<file path="config.mk">
export PLATFORM = sky130hd
export DESIGN_NAME = fft_butterfly_r2_pipe_flat
export DESIGN_NICKNAME = d
export VERILOG_FILES = /design/src/rtl/fft_pkg.sv /design/src/rtl/fft_butterfly_r2_pipe_if.sv /design/src/rtl/fft_twiddle_w8.sv /design/src/rtl/fft_butterfly_r2_pipe.sv /design/src/flat_wrapper.sv
export SDC_FILE = /design/constraint.sdc
export NUM_CORES = 1
export LEC_CHECK = 0
export ABC_AREA = 1
export CAP_MARGIN = 20
export CORE_ASPECT_RATIO = 0.5
export CORE_UTILIZATION = 63
export DETAILED_ROUTE_END_ITERATION = 8
export GPL_TIMING_DRIVEN = 1
export PLACE_DENSITY = 0.83
export SLEW_MARGIN = 20
export SYNTH_ARGS = -nofsm -noshare
export SYNTH_HDL_FRONTEND = slang
export SYNTH_HIERARCHICAL = 1
export SYNTH_SLANG_ARGS = --single-unit
</file>
<file path="constraint.sdc">
create_clock -name clk -period 5.2 [get_ports clk]
set_input_delay 1.04 -clock clk [delete_from_list [all_inputs] [get_ports clk]]
set_output_delay 1.04 -clock clk [all_outputs]
set_load 0.05 [all_outputs]
</file>
<file path="src/rtl/fft_pkg.sv">
// Shared definitions for the radix-2 FFT butterfly: twiddle index encoding
// and the 1/sqrt(2) constant as a function of the sample width.
package fft_pkg;

    typedef enum logic [1:0] {
        TW_W8_0 = 2'd0,
        TW_W8_1 = 2'd1,
        TW_W8_2 = 2'd2,
        TW_W8_3 = 2'd3
    } tw_k_e;

    // round(2**(w-1)/sqrt(2)) == round(sqrt(2**(2w-3))), integer-only so it elaborates anywhere
    function automatic logic [31:0] inv_sqrt2(input int unsigned w);
        logic [63:0] target;
        logic [63:0] x;
        logic [63:0] cand;
        target = 64'd1 << (2 * w - 3);
        x      = '0;
        for (int b = 31; b >= 0; b--) begin
            cand = x | (64'd1 << b);
            if (cand * cand <= target) begin
                x = cand;
            end
        end
        if ((64'd4 * x * x + 64'd4 * x + 64'd1) <= (target << 2)) begin
            x = x + 64'd1;
        end
        return 32'(x);
    endfunction

endpackage

</file>
<file path="src/rtl/fft_butterfly_r2_pipe_if.sv">
// Operand/result handshake bundle for the radix-2 butterfly pipeline.
interface fft_bfly_if #(
    parameter int unsigned W = 16
) ();

    logic                in_valid;
    logic                in_ready;
    logic signed [W-1:0] in_1_r;
    logic signed [W-1:0] in_1_i;
    logic signed [W-1:0] in_2_r;
    logic signed [W-1:0] in_2_i;
    logic [1:0]          tw_k;
    logic                scale;

    logic                out_valid;
    logic                out_ready;
    logic signed [W-1:0] out_1_r;
    logic signed [W-1:0] out_1_i;
    logic signed [W-1:0] out_2_r;
    logic signed [W-1:0] out_2_i;

    logic                ovf;
    logic                clr_ovf;

    modport master (
        output in_valid, in_1_r, in_1_i, in_2_r, in_2_i, tw_k, scale,
        output out_ready, clr_ovf,
        input  in_ready, out_valid, out_1_r, out_1_i, out_2_r, out_2_i, ovf
    );

    modport slave (
        input  in_valid, in_1_r, in_1_i, in_2_r, in_2_i, tw_k, scale,
        input  out_ready, clr_ovf,
        output in_ready, out_valid, out_1_r, out_1_i, out_2_r, out_2_i, ovf
    );

endinterface

</file>
<file path="src/rtl/fft_twiddle_w8.sv">
// Two-stage multiply of a complex sample by W8^k: stage 1 pre-add/negate and
// k-mux, stage 2 constant multiply by 1/sqrt(2) (odd k only) with floor shift.
module fft_twiddle_w8
    import fft_pkg::*;
#(
    parameter int unsigned W = 16
) (
    input  logic                clk,
    input  logic                rst_n,
    input  logic                en_i,
    input  logic signed [W-1:0] in_r_i,
    input  logic signed [W-1:0] in_i_i,
    input  logic [1:0]          k_i,
    output logic signed [W:0]   t_r_o,
    output logic signed [W:0]   t_i_o
);

    localparam int unsigned WT = W + 1;
    localparam int unsigned WP = W + 2;
    localparam int unsigned WM = WP + WT;
    localparam int unsigned SH = W - 1;
    localparam logic signed [WM-1:0] C = WM'(inv_sqrt2(W));

    logic signed [WP-1:0] r_x;
    logic signed [WP-1:0] i_x;
    logic signed [WP-1:0] pre_r_d;
    logic signed [WP-1:0] pre_i_d;
    logic signed [WP-1:0] pre_r_q;
    logic signed [WP-1:0] pre_i_q;
    logic                 odd_d;
    logic                 odd_q;
    logic signed [WM-1:0] prod_r;
    logic signed [WM-1:0] prod_i;
    logic signed [WT-1:0] t_r_d;
    logic signed [WT-1:0] t_i_d;
    logic signed [WT-1:0] t_r_q;
    logic signed [WT-1:0] t_i_q;

    // Pre-add carries one guard bit: -r-i reaches +2**W for r = i = min.
    always_comb begin
        r_x     = WP'(in_r_i);
        i_x     = WP'(in_i_i);
        pre_r_d = r_x;
        pre_i_d = i_x;
        odd_d   = 1'b0;
        case (k_i)
            TW_W8_1: begin
                pre_r_d = r_x + i_x;
                pre_i_d = i_x - r_x;
                odd_d   = 1'b1;
            end
            TW_W8_2: begin
                pre_r_d = i_x;
                pre_i_d = -r_x;
            end
            TW_W8_3: begin
                pre_r_d = i_x - r_x;
                pre_i_d = -r_x - i_x;
                odd_d   = 1'b1;
            end
            default: ;
        endcase
    end

    // Even k passes through exactly; odd k scales by C with floor shift.
    always_comb begin
        prod_r = WM'(pre_r_q) * C;
        prod_i = WM'(pre_i_q) * C;
        t_r_d  = odd_q ? WT'(prod_r >>> SH) : WT'(pre_r_q);
        t_i_d  = odd_q ? WT'(prod_i >>> SH) : WT'(pre_i_q);
    end

    always_ff @(posedge clk or negedge rst_n) begin
        if (!rst_n) begin
            pre_r_q <= '0;
            pre_i_q <= '0;
            odd_q   <= 1'b0;
            t_r_q   <= '0;
            t_i_q   <= '0;
        end else if (en_i) begin
            pre_r_q <= pre_r_d;
            pre_i_q <= pre_i_d;
            odd_q   <= odd_d;
            t_r_q   <= t_r_d;
            t_i_q   <= t_i_d;
        end
    end

    assign t_r_o = t_r_q;
    assign t_i_o = t_i_q;

endmodule

</file>
<file path="src/rtl/fft_butterfly_r2_pipe.sv">
// Three-stage pipelined radix-2 DIT butterfly with W8 twiddles, optional
// halving, saturation/wrap range reduction and a sticky overflow flag.
module fft_butterfly_r2_pipe
    import fft_pkg::*;
#(
    parameter int unsigned N      = 4,
    parameter bit          SAT_EN = 1'b1
) (
    input logic       clk,
    input logic       rst_n,
    fft_bfly_if.slave bus
);

    localparam int unsigned W  = 2 ** N;
    localparam int unsigned WT = W + 1;
    localparam int unsigned WS = W + 2;

    typedef struct packed {
        logic [W-1:0] r;
        logic [W-1:0] i;
        logic         scale;
    } side_t;

    typedef struct packed {
        logic [W-1:0] o1_r;
        logic [W-1:0] o1_i;
        logic [W-1:0] o2_r;
        logic [W-1:0] o2_i;
    } res_t;

    logic                 adv_c;
    logic                 v1_q;
    logic                 v2_q;
    logic                 v3_q;
    side_t                s1_d;
    side_t                s1_q;
    side_t                s2_q;
    logic signed [WT-1:0] t_r;
    logic signed [WT-1:0] t_i;
    logic signed [WS-1:0] a_r;
    logic signed [WS-1:0] a_i;
    logic signed [WS-1:0] sum_r;
    logic signed [WS-1:0] sum_i;
    logic signed [WS-1:0] dif_r;
    logic signed [WS-1:0] dif_i;
    logic [3:0]           ovf_vec;
    logic                 new_ovf;
    res_t                 res_d;
    res_t                 res_q;
    logic                 ovf_d;
    logic                 ovf_q;

    // Whole pipe moves together; a full output register blocks only when unread.
    assign adv_c        = bus.out_ready | ~v3_q;
    assign bus.in_ready = adv_c;

    fft_twiddle_w8 #(
        .W (W)
    ) u_twiddle (
        .clk    (clk),
        .rst_n  (rst_n),
        .en_i   (adv_c),
        .in_r_i (bus.in_2_r),
        .in_i_i (bus.in_2_i),
        .k_i    (bus.tw_k),
        .t_r_o  (t_r),
        .t_i_o  (t_i)
    );

    function automatic logic signed [WS-1:0] post_scale(input logic signed [WS-1:0] v,
                                                        input logic sc);
        return sc ? (v >>> 1) : v;
    endfunction

    function automatic logic out_of_range(input logic signed [WS-1:0] v);
        return ~(&v[WS-1:W-1]) & (|v[WS-1:W-1]);
    endfunction

    function automatic logic [W-1:0] reduce(input logic signed [WS-1:0] v);
        if (SAT_EN && out_of_range(v)) begin
            return v[WS-1] ? {1'b1, {(W-1){1'b0}}} : {1'b0, {(W-1){1'b1}}};
        end
        return v[W-1:0];
    endfunction

    // S3: final add/sub in W+2 bits, optional halving, then range reduction.
    always_comb begin
        s1_d    = '{r: bus.in_1_r, i: bus.in_1_i, scale: bus.scale};
        a_r     = WS'($signed(s2_q.r));
        a_i     = WS'($signed(s2_q.i));
        sum_r   = post_scale(a_r + WS'(t_r), s2_q.scale);
        sum_i   = post_scale(a_i + WS'(t_i), s2_q.scale);
        dif_r   = post_scale(a_r - WS'(t_r), s2_q.scale);
        dif_i   = post_scale(a_i - WS'(t_i), s2_q.scale);
        ovf_vec = {out_of_range(sum_r), out_of_range(sum_i),
                   out_of_range(dif_r), out_of_range(dif_i)};
        res_d   = '{o1_r: reduce(sum_r), o1_i: reduce(sum_i),
                    o2_r: reduce(dif_r), o2_i: reduce(dif_i)};
        new_ovf = adv_c & v2_q & (|ovf_vec);
        ovf_d   = new_ovf | (ovf_q & ~bus.clr_ovf);
    end

    always_ff @(posedge clk or negedge rst_n) begin
        if (!rst_n) begin
            v1_q  <= 1'b0;
            v2_q  <= 1'b0;
            v3_q  <= 1'b0;
            s1_q  <= '0;
            s2_q  <= '0;
            res_q <= '0;
            ovf_q <= 1'b0;
        end else begin
            ovf_q <= ovf_d;
            if (adv_c) begin
                v1_q <= bus.in_valid;
                v2_q <= v1_q;
                v3_q <= v2_q;
                s1_q <= s1_d;
                s2_q <= s1_q;
                if (v2_q) begin
                    res_q <= res_d;
                end
            end
        end
    end

    assign bus.out_valid = v3_q;
    assign bus.out_1_r   = res_q.o1_r;
    assign bus.out_1_i   = res_q.o1_i;
    assign bus.out_2_r   = res_q.o2_r;
    assign bus.out_2_i   = res_q.o2_i;
    assign bus.ovf       = ovf_q;

endmodule

</file>
<file path="src/flat_wrapper.sv">
// flat-port wrapper written by rule: the top's interface ports become plain ports
module fft_butterfly_r2_pipe_flat import fft_pkg::*;
#(
    parameter int unsigned N      = 4,
    parameter bit          SAT_EN = 1'b1
)
  (clk, rst_n, bus_in_valid, bus_in_1_r, bus_in_1_i, bus_in_2_r, bus_in_2_i, bus_tw_k, bus_scale, bus_out_ready, bus_clr_ovf, bus_in_ready, bus_out_valid, bus_out_1_r, bus_out_1_i, bus_out_2_r, bus_out_2_i, bus_ovf);
  fft_bfly_if #(.W((16))) bus_i ();
  input logic clk;
  input logic rst_n;
  input wire logic [$bits(bus_i.in_valid)-1:0] bus_in_valid;
  input wire logic [$bits(bus_i.in_1_r)-1:0] bus_in_1_r;
  input wire logic [$bits(bus_i.in_1_i)-1:0] bus_in_1_i;
  input wire logic [$bits(bus_i.in_2_r)-1:0] bus_in_2_r;
  input wire logic [$bits(bus_i.in_2_i)-1:0] bus_in_2_i;
  input wire logic [$bits(bus_i.tw_k)-1:0] bus_tw_k;
  input wire logic [$bits(bus_i.scale)-1:0] bus_scale;
  input wire logic [$bits(bus_i.out_ready)-1:0] bus_out_ready;
  input wire logic [$bits(bus_i.clr_ovf)-1:0] bus_clr_ovf;
  output wire logic [$bits(bus_i.in_ready)-1:0] bus_in_ready;
  output wire logic [$bits(bus_i.out_valid)-1:0] bus_out_valid;
  output wire logic [$bits(bus_i.out_1_r)-1:0] bus_out_1_r;
  output wire logic [$bits(bus_i.out_1_i)-1:0] bus_out_1_i;
  output wire logic [$bits(bus_i.out_2_r)-1:0] bus_out_2_r;
  output wire logic [$bits(bus_i.out_2_i)-1:0] bus_out_2_i;
  output wire logic [$bits(bus_i.ovf)-1:0] bus_ovf;
  assign bus_i.in_valid = bus_in_valid;
  assign bus_i.in_1_r = bus_in_1_r;
  assign bus_i.in_1_i = bus_in_1_i;
  assign bus_i.in_2_r = bus_in_2_r;
  assign bus_i.in_2_i = bus_in_2_i;
  assign bus_i.tw_k = bus_tw_k;
  assign bus_i.scale = bus_scale;
  assign bus_i.out_ready = bus_out_ready;
  assign bus_i.clr_ovf = bus_clr_ovf;
  assign bus_in_ready = bus_i.in_ready;
  assign bus_out_valid = bus_i.out_valid;
  assign bus_out_1_r = bus_i.out_1_r;
  assign bus_out_1_i = bus_i.out_1_i;
  assign bus_out_2_r = bus_i.out_2_r;
  assign bus_out_2_i = bus_i.out_2_i;
  assign bus_ovf = bus_i.ovf;
  fft_butterfly_r2_pipe #(.N(N), .SAT_EN(SAT_EN)) u_core (.clk(clk), .rst_n(rst_n), .bus(bus_i));
endmodule
</file>
Word level (Yosys, flattened, before mapping)
Index checks and enable logic that the tools add are counted.
Word-level totals
  output and inout port bits: 67
  bits in read-only memories: 0
  word-level logic and storage cells: 83
  register bits: 205
  bits in latches: 0
  input bits: 72
  RAM bits: 0
  memories: 0
Operators by class
  bitwise operators: 15
  div/mod/pow operators: 0
  equal/unequal tests: 3
  add/sub/neg operators: 8
  magnitude comparators: 0
  shifts and indexed selects: 0
  multiplexer cells: 25
  $mul: 2
  reduce and logical (&&, ||, !) cells: 11
Operators by type and width (number)
  $mux W16: 12
  $pmux W18 S3: 2
  $mux W17: 6
  $mul A18 B15 Y31 const B: 2
  $add A16 B17 Y18: 2
  $sub A16 B17 Y18: 2
  $neg A16 Y18: 1
  $sub A18 B16 Y18: 1
  $add A16 B16 Y17: 1
  $sub A16 B16 Y17: 1
  $reduce_and A3 Y1: 4
  $reduce_or A3 Y1: 4
  $and A1 B1 Y1: 7
  $not A1 Y1: 6
  $mux W1: 5
  $eq A2 B2 Y1 const B: 2
  $reduce_or A4 Y1: 1
  $eq A2 B1 Y1 const B: 1
  $or A1 B1 Y1: 2
  $reduce_and A2 Y1: 1
  $reduce_or A2 Y1: 1

Depth between registers and ports, before layout
  depth after elaboration: 8
  gate-level depth with buffers: 23

By module
Netlist, hierarchy kept.
By module, submodules not included
  fft_twiddle_w8: cells each 2177, area an instance 15367.2 µm², times used 1
  fft_butterfly_r2_pipe: cells each 1638, area an instance 10596.4 µm², times used 1

Worst setup path after synthesis
No wires, ideal clock.
  path type: register to register
  start: register u_core.u_twiddle.pre_r_q[16]
  end: register u_core.u_twiddle.t_r_q[13] (netlist: u_core/u_twiddle/t_r_o[13])
  cell stages (with the launch flop): 16
  setup time: 0.123 ns
  setup slack: 0.628 ns
  arrival time: 4.449 ns
  data required time: 5.077 ns
  clock period less this slack: 4.572 ns
  path through: dfrtp_1 > ha_1 > fa_1 > inv_1 > fa_1 > fa_1 > fa_1 > ha_1 > ha_1 > nand2_1 > nor4_1 > nand2_1 > nand3_1 > nor2_1 > o21ai_0 > nand2_1
Between the ends
  cells in the longest elaborated chain, start to end: 2
Ends and longest elaborated chain
  from (decl): RTL line fft_twiddle_w8.sv:28  | logic signed [WP-1:0] pre_r_q;
  from (signal assigned): RTL line fft_twiddle_w8.sv:81  | pre_r_q <= pre_r_d;
  $mul A18 B15 Y31: RTL line fft_twiddle_w8.sv:67  | prod_r = WM'(pre_r_q) * C;
  $mux W17: RTL line fft_twiddle_w8.sv:69  | t_r_d = odd_q ? WT'(prod_r >>> SH) : WT'(pre_r_q);
  to (signal assigned): RTL line fft_twiddle_w8.sv:84  | t_r_q <= t_r_d;
  to (decl): RTL line fft_twiddle_w8.sv:36  | logic signed [WT-1:0] t_r_q;
Every way passes these cells.
A chain may end at the register's enable or synchronous reset.

Worst setup path after layout
  start: register u_core.u_twiddle.pre_r_q[14]
  end: register u_core.u_twiddle.t_r_q[13] (netlist: u_core/u_twiddle/t_r_o[13])
Same word-level chain as after synthesis.

==> summary.txt <==
Floorplanning
  – Die Height: 146 um
  – Core area: slightly above 40000 sq um
  – Top Ports: 139
  – Row cnt: 52
  – Die width: just under 300 um
  – Die area: 42100 sq um
  – Initial Util: 0.641

Worst setup path
  – Max incr delay on CP: around 560 ps
  – Critical Path Source: u_core/u_twiddle/pre_r_q[14]$_DFFE_PN0P_
  – Setup CP Type: reg -> reg
  – R2R Path Start: u_core/u_twiddle/pre_r_q[14]$_DFFE_PN0P_
  – Crit path max-delay family: adder cells
  – CP Capture Type: flip-flop
  – Most frequent CP cell: fa_1
  – Worst setup path end: u_core/u_twiddle/t_r_o[13]$_DFFE_PN0P_
  – Crit-path max FO: 8
  – Reg2reg end: u_core/u_twiddle/t_r_o[13]$_DFFE_PN0P_
  – Crit path launch type: flip-flop
  – Worst-path cell chain: ha_1, inv_1, fa_1, inv_1, fa_1, fa_1, fa_1, ha_1, ha_1, a21oi_1, o21ai_0, a21oi_1, nand3_1, nand2_1, nand2_1, o21ai_0, nand2_1
  – Cells on worst reg2reg path: 17
  – Buffers plus inverters on the worst setup path: 2
  – Worst Path Arrival: ~5400 ps
  – Crit path depth: 17
  – Flop2flop setup slack: 250 ps
  – Worst EP required: around 5600 ps
  – Slowest cell on the critical path: dfrtp_1

Detailed routing
  – DR pass1 iterations: 6
  – Detailed Route Iter0 Violations: about 2200
  – DR WL/cell: between 15 and 20 um
  – # DRC: 0
  – Drt via density: 5.59
  – ANT nets after route: 0
  – Final WL: approximately 75000 um
  – Vias: around 25000

Clocking
  – Root buf cell: clkbuf_16
  – CTS Buffer Depth: 3
  – H-tree Lvls: 1
  – Clock tree sinks: ~200
  – CTS tree: yes
  – Clock slew at reported path FFs: around 60 ps
  – Post-CTS Setup Repair Bufs: 0
  – Skew-Pair Late Insertion Delay: around 540 ps
  – Number of CTS-inserted buffers: 22

Yosys
  – Synth Flop Type: dfrtp_1
  – Post-Syn Area: approximately 26000 sq um
  – Post-synthesis cell type count: between 50 and 60
  – Syn Inst Count: ~3800
  – Syn Area/Cell: between 6 and 7 sq um
  – Async set-reset flop share out of synthesis: 1.00
  – Seq cells post-synth: ~200
  – Sequential-to-total area share from yosys stat: 0.197
  – Number of synthesized flops with an enable pin: 0
  – Synth Warn #: 6
  – Synthesized Nets: 4389

Placement
  – Post-DP HPWL: between 60000 and 70000 um
  – # port buffers: ~140
  – RePlAce Congestion: ~1.0
  – Pre-CTS setup slack: ~230 ps

Final layout
  – Most common cell after layout, fill and taps aside: nand2_1
  – Fill cells: roughly 3500
  – Share of post-route cells with drive strength above 1: 0.0407
  – Commonest non-fill, non-tap cells in the layout: 1344 x nand2_1, 543 x inv_1, 366 x ha_1
  – Area delta synth->final: 9.68%
  – Nets: ~4500

Global route
  – Initial antenna violation count: 5
  – All-Layer GR Usage: 0.360
  – Routing usage on met1: 0.523
  – Gr busiest metal: met2
  – First-pass GRT wire length: 121000 um
  – Number of global-route vias before repair: 23661
  – M3 GR Usage: 0.0506
  – Met2 usage: 0.563
  – Grt total ovfl: 0
  – Largest net degree at the start of global routing: about 110

STA
  – Worst slew margin: 0.363
  – Setup Viol. Count Final: 0
  – Fin. Hold Viols: 0
  – Final Skew: 17.4 ps
  – Fmax achieved: between 0.2 and 0.25 GHz
  – Period minus WS final: roughly 4900 ps
  – Final Cycle Share: 0.952
  – Worst slew pin tran: 954 ps
  – Max Slew Vio Count: 0
  – Slack of the critical path: around 250 ps

Worst hold path
  – Hold Crit Depth: 2
  – HP Class: reg -> reg

Job
  – # Max-Cap Violations: 0

Run status
  – Status: finished, final reports clean
how the worst min path moves through the flow:
stage	startpoint	endpoint	slack [ps]
after floorplan	u_core/v2_q$_DFFE_PN0N_	u_core/bus.out_valid$_DFFE_PN0N_	430
after CTS	u_core/s1_q[30]$_DFFE_PN0N_	u_core/a_r[13]$_DFFE_PN0N_	470
after detailed placement	u_core/s1_q[30]$_DFFE_PN0N_	u_core/a_r[13]$_DFFE_PN0N_	450
after global placement	u_core/s1_q[20]$_DFFE_PN0N_	u_core/a_r[3]$_DFFE_PN0N_	450
final	u_core/s1_q[7]$_DFFE_PN0N_	u_core/a_i[6]$_DFFE_PN0N_	470
after global routing	u_core/s1_q[28]$_DFFE_PN0N_	u_core/a_r[11]$_DFFE_PN0N_	480
layout make-up:
class,instances,area (sq um),share of cell area
Tap cell,540,676,0.0237
Multi-Input combinational cell,2926,18100,0.637
Sequential cell,204,5110,0.179
Timing Repair Buffer,163,1590,0.0557
Antenna cell,4,10.0,0.000352
Clock inverter,8,170,0.00598
Clock buffer,31,624,0.0219
Inverter,573,2150,0.0757
cells in the mapped netlist (9+ instances only):
| library cell | count | area [sq um] |
|---|---|---|
| inv_1 | 545 | 2050 |
| buf_1 | 12 | 45.0 |
| nand3_1 | 248 | 1240 |
| buf_6 | 9 | 101 |
| xor2_1 | 52 | 455 |
| or2_2 | 12 | 75.1 |
| o21bai_1 | 17 | 128 |
| clkbuf_1 | 45 | 169 |
| nand4_1 | 35 | 219 |
| nand3b_1 | 10 | 75.1 |
| nor2_1 | 221 | 830 |
| ha_1 | 366 | 4580 |
| o21ai_1 | 11 | 55.1 |
| buf_4 | 14 | 105 |
| o21ai_0 | 142 | 711 |
| dfrtp_1 | 204 | 5100 |
| nor3_1 | 34 | 170 |
| nand2_2 | 20 | 125 |
| fa_1 | 136 | 2720 |
| a21oi_1 | 187 | 936 |
| nand2_1 | 1344 | 5040 |
| buf_2 | 31 | 155 |
| nor2_2 | 11 | 68.8 |
| inv_2 | 23 | 86.3 |
logic make-up (layout without fill, tap and decap cells):
kind of cell	after synthesis	count (layout)	synth area share
and+or+nand+nor	1961	1961	0.311
AOI/OAI and AO/OA	396	396	0.0829
DFF	204	204	0.197
other	0	4	0
buffers and inverters	685	775	0.105
adders and majority gates	502	502	0.281
xor gates and xnor gates	61	61	0.0209
muxes	6	6	0.00231
routing by layer:
layer / part of all wire / vias to the layer above
met5: 0 / -
li1: - / 12164
met4: 0.026 / 0
met1: 0.46 / 11579
met3: 0.078 / 141
met2: 0.44 / 1001
metrics by stage:
step	hold slack, ps	std cells	setup TNS, ps	utilization	cell area [sq um]
after floorplan	432	3815	0	-	26000
after global placement	449	4406	0	0.682	27700
after detailed placement	454	4406	0	0.682	27700
after CTS	468	4445	0	0.702	28500
after global routing	483	4449	-8.74	0.703	28500
final	471	4449	0	0.703	28500
registers in the layout, summed over array words and instances (netlist names), 16 cells and up:
signal,count
u_core/s1_q,33
u_core/bus.out_1_i,16
u_core/bus.out_1_r,16
u_core/u_twiddle/t_i_o,17
u_core/a_i,16
u_core/u_twiddle/pre_i_q,18
u_core/u_twiddle/pre_r_q,17
u_core/bus.out_2_i,16
u_core/u_twiddle/t_r_o,17
u_core/a_r,16
u_core/bus.out_2_r,16
worst register-to-register path: cells and delay by family (launching register included):
kind | cells | cell delay, ps
AOI/OAI and AO/OA | 4 | 740
buffers and inverters | 2 | 100
DFF | 1 | 560
and+or+nand+nor | 4 | 350
adders and majority gates | 7 | 3100
timing repair:
action / in CTS / in global routing
endpoints found under the hold margin: 0 / 0
resized for setup: 0 / 3
hold buffers: 0 / 0
setup endpoints to repair: 0 / 4
Power is not shown: default switching activity piles up to over one toggle a cycle in this logic, so the estimate is an artifact.
==> RTL edit: new RTL, config.mk and constraints unchanged <==
`SAT_EN` is set to 1'b1 in 2 places; all go to 1'b0.
--- a/src/rtl/fft_butterfly_r2_pipe.sv
+++ b/src/rtl/fft_butterfly_r2_pipe.sv
@@ -4,7 +4,7 @@
     import fft_pkg::*;
 #(
     parameter int unsigned N      = 4,
-    parameter bit          SAT_EN = 1'b1
+    parameter bit          SAT_EN = 1'b0
 ) (
     input logic       clk,
     input logic       rst_n,
--- a/src/flat_wrapper.sv
+++ b/src/flat_wrapper.sv
@@ -2,7 +2,7 @@
 module fft_butterfly_r2_pipe_flat import fft_pkg::*;
 #(
     parameter int unsigned N      = 4,
-    parameter bit          SAT_EN = 1'b1
+    parameter bit          SAT_EN = 1'b0
 )
   (clk, rst_n, bus_in_valid, bus_in_1_r, bus_in_1_i, bus_in_2_r, bus_in_2_i, bus_tw_k, bus_scale, bus_out_ready, bus_clr_ovf, bus_in_ready, bus_out_valid, bus_out_1_r, bus_out_1_i, bus_out_2_r, bus_out_2_i, bus_ovf);
   fft_bfly_if #(.W((16))) bus_i ();
Formal check against the unedited RTL: not equivalent (Yosys sat finds a counterexample within 4 cycles, from zero or initial values and one cycle with rst_n low).
==> RTL edit against the original RTL <==
Wire length down 3.4%. Sequential share of layout area up 0.74 points. Sequential cell count unchanged. Critical path depth rose by 2. Worst setup slack got worse by 0.026 ns. Design area shrank 4.0%. Area after synthesis down 4.2%.
Power is left out: the tool's default activity adds up to more than one toggle a clock period on the data nets, which glitch-free logic cannot reach.
==> RTL edit: results (changes against the original RTL) <==
* Slowest cell on the critical path: fa_1
* CP max FO at 6 (-2)
* Largest net degree at the start of global routing at 98 (-6.7%)
* Synth Area in Compound Gates at 8.74% (+0.45 points)
* Hpwl dp at 58.1 mm (-3.9%)
* Via density at 5.64 (+0.84%)
* Yosys warnings at 6 (unchanged)
* Tightest Pin Transition at 1.06 ns (+0.108 ns)
* Clock skew at 0.0125 ns (-0.00491 ns)
* Clk Tree Root Cell: clkbuf_16
* R2r startpoint: u_core/u_twiddle/pre_r_q[15]
* GRT Util Overall at 35.9% (-0.14 points)
* Vias in the first global route at 22.2k (-6.1%)
* First-pass GRT wire length at 116 mm (-4.7%)
* Post-synth top cells: nand2_1, inv_1, ha_1, nor2_1, nand3_1
* Critical path arrival at 5.40 ns (+0.04 ns)
* Layout cell share with drive strength beyond 1 at 2.64% (-1.4 points)
* Mapped Cells at 3575 (-6.3%)
* Sequential fraction of the synthesis area at 20.5% (+0.86 points)
* Reg2reg end: u_core/u_twiddle/t_r_o[13]
* Hold EP: u_core/a_i[3]
* Final ANT Viol Nets at 0 (unchanged)
* Via count at 23.7k (-4.8%)
* Post-synth net total at 4149 (-5.5%)
* Xor and xnor fraction of the mapped netlist area at 2.53% (+0.44 points)
* Placer Congestion at 0.999 (-0.97%)
* Post-synth cell types at 53 (-7.0%)
* Initial antenna violation count at 1 (-4)
* Initial DRC count at 2173 (+1.1%)
* Post-Route WL at 72.8 mm (-3.4%)
* Fillers at 3304 (-6.3%)
* Router iterations before antenna repair at 8 (+2)
* Worst reg2reg setup slack at 0.23 ns (-0.03 ns)
* Synth Area in Adders at 29.4% (+1.2 points)
* Multiplexer share of the synthesized area at 0% (-0.23 points)
* Worst hold start: u_core/s1_q[4]
* Synth area leaders: dfrtp_1, ha_1, nand2_1
* Status: completed
* Worst R2R Path Depth at 19 (+2)
## RTL edit: changes by cell type in the layout (fill, tap and decap cells not counted), sizes merged, moves of 9 or more
| cell | before | now |
|---|---|---|
| a21oi | 196 | 172 |
| nor3 | 35 | 26 |
| o22a | 0 | 21 |
| nand4 | 36 | 21 |
| nor2 | 236 | 247 |
| nand3 | 253 | 239 |
| nand2 | 1366 | 1159 |
## RTL edit: timing repair
item | 4_1_cts | 5_1_grt
endpoints found under the setup margin | 0 | 1
endpoints found under the hold margin | 0 | 0
buffers inserted | 0 | 0
gates resized for setup | 0 | 1
## RTL edit: worst max path at each step
| stage | end | from | slack (ns) |
|---|---|---|---|
| 5_1_grt | u_core/u_twiddle/t_r_o[12] | u_core/u_twiddle/pre_r_q[15] | 0.01 |
| 4_1_cts | u_core/u_twiddle/t_r_o[4] | u_core/u_twiddle/pre_r_q[9] | 0.24 |
| 2_1_floorplan | u_core/u_twiddle/t_r_o[13] | u_core/u_twiddle/pre_r_q[16] | 0.69 |
| 6_report | u_core/u_twiddle/t_r_o[13] | u_core/u_twiddle/pre_r_q[15] | 0.23 |
| 3_3_place_gp | u_core/u_twiddle/t_r_o[5] | u_core/u_twiddle/pre_r_q[12] | 0.33 |
| 3_5_place_dp | u_core/u_twiddle/t_r_o[4] | u_core/u_twiddle/pre_r_q[9] | 0.23 |
## RTL edit: cells by family (layout without fill, tap and decap cells)
kind of cell | Yosys count | count (layout)
buf+inv | 671 | 767
flops | 204 | 204
other cells | 0 | 1
simple gates | 1737 | 1737
compound gates | 390 | 390
fa+ha+maj | 502 | 502
xor+xnor | 71 | 71
## RTL edit: layer usage
metal / wire length [um] / GRT usage (%) / vias to the layer above
met5: 0 / 0 / -
met4: 2090 / 9.93 / 0
met3: 5960 / 4.34 / 136
met2: 31500 / 55.9 / 1080
met1: 33200 / 52.5 / 11056
li1: - / - / 11429
## RTL edit: layout make-up
class	count	area (um^2)	share of cell area [%]
multi-input combinational	2700	17200	62.9
sequential	204	5110	18.7
inverter	568	2130	7.80
timing repair buffer	161	1570	5.74
tap	530	663	2.43
clock buffer	30	591	2.16
clock inverter	8	71.3	0.261
antenna	1	2.50	0.00915
## RTL edit: metrics by stage
stage               cell area, um^2  hold slack, ns  worst slack, ns  util (%)
floorplan                     24900           0.432            0.692         -
global placement              26700           0.450            0.333      68.5
detailed placement            26700           0.452            0.235      68.5
CTS                           27300           0.467            0.237      70.2
global route                  27300           0.489           0.0119      70.2
finish                        27300           0.467            0.226      70.2
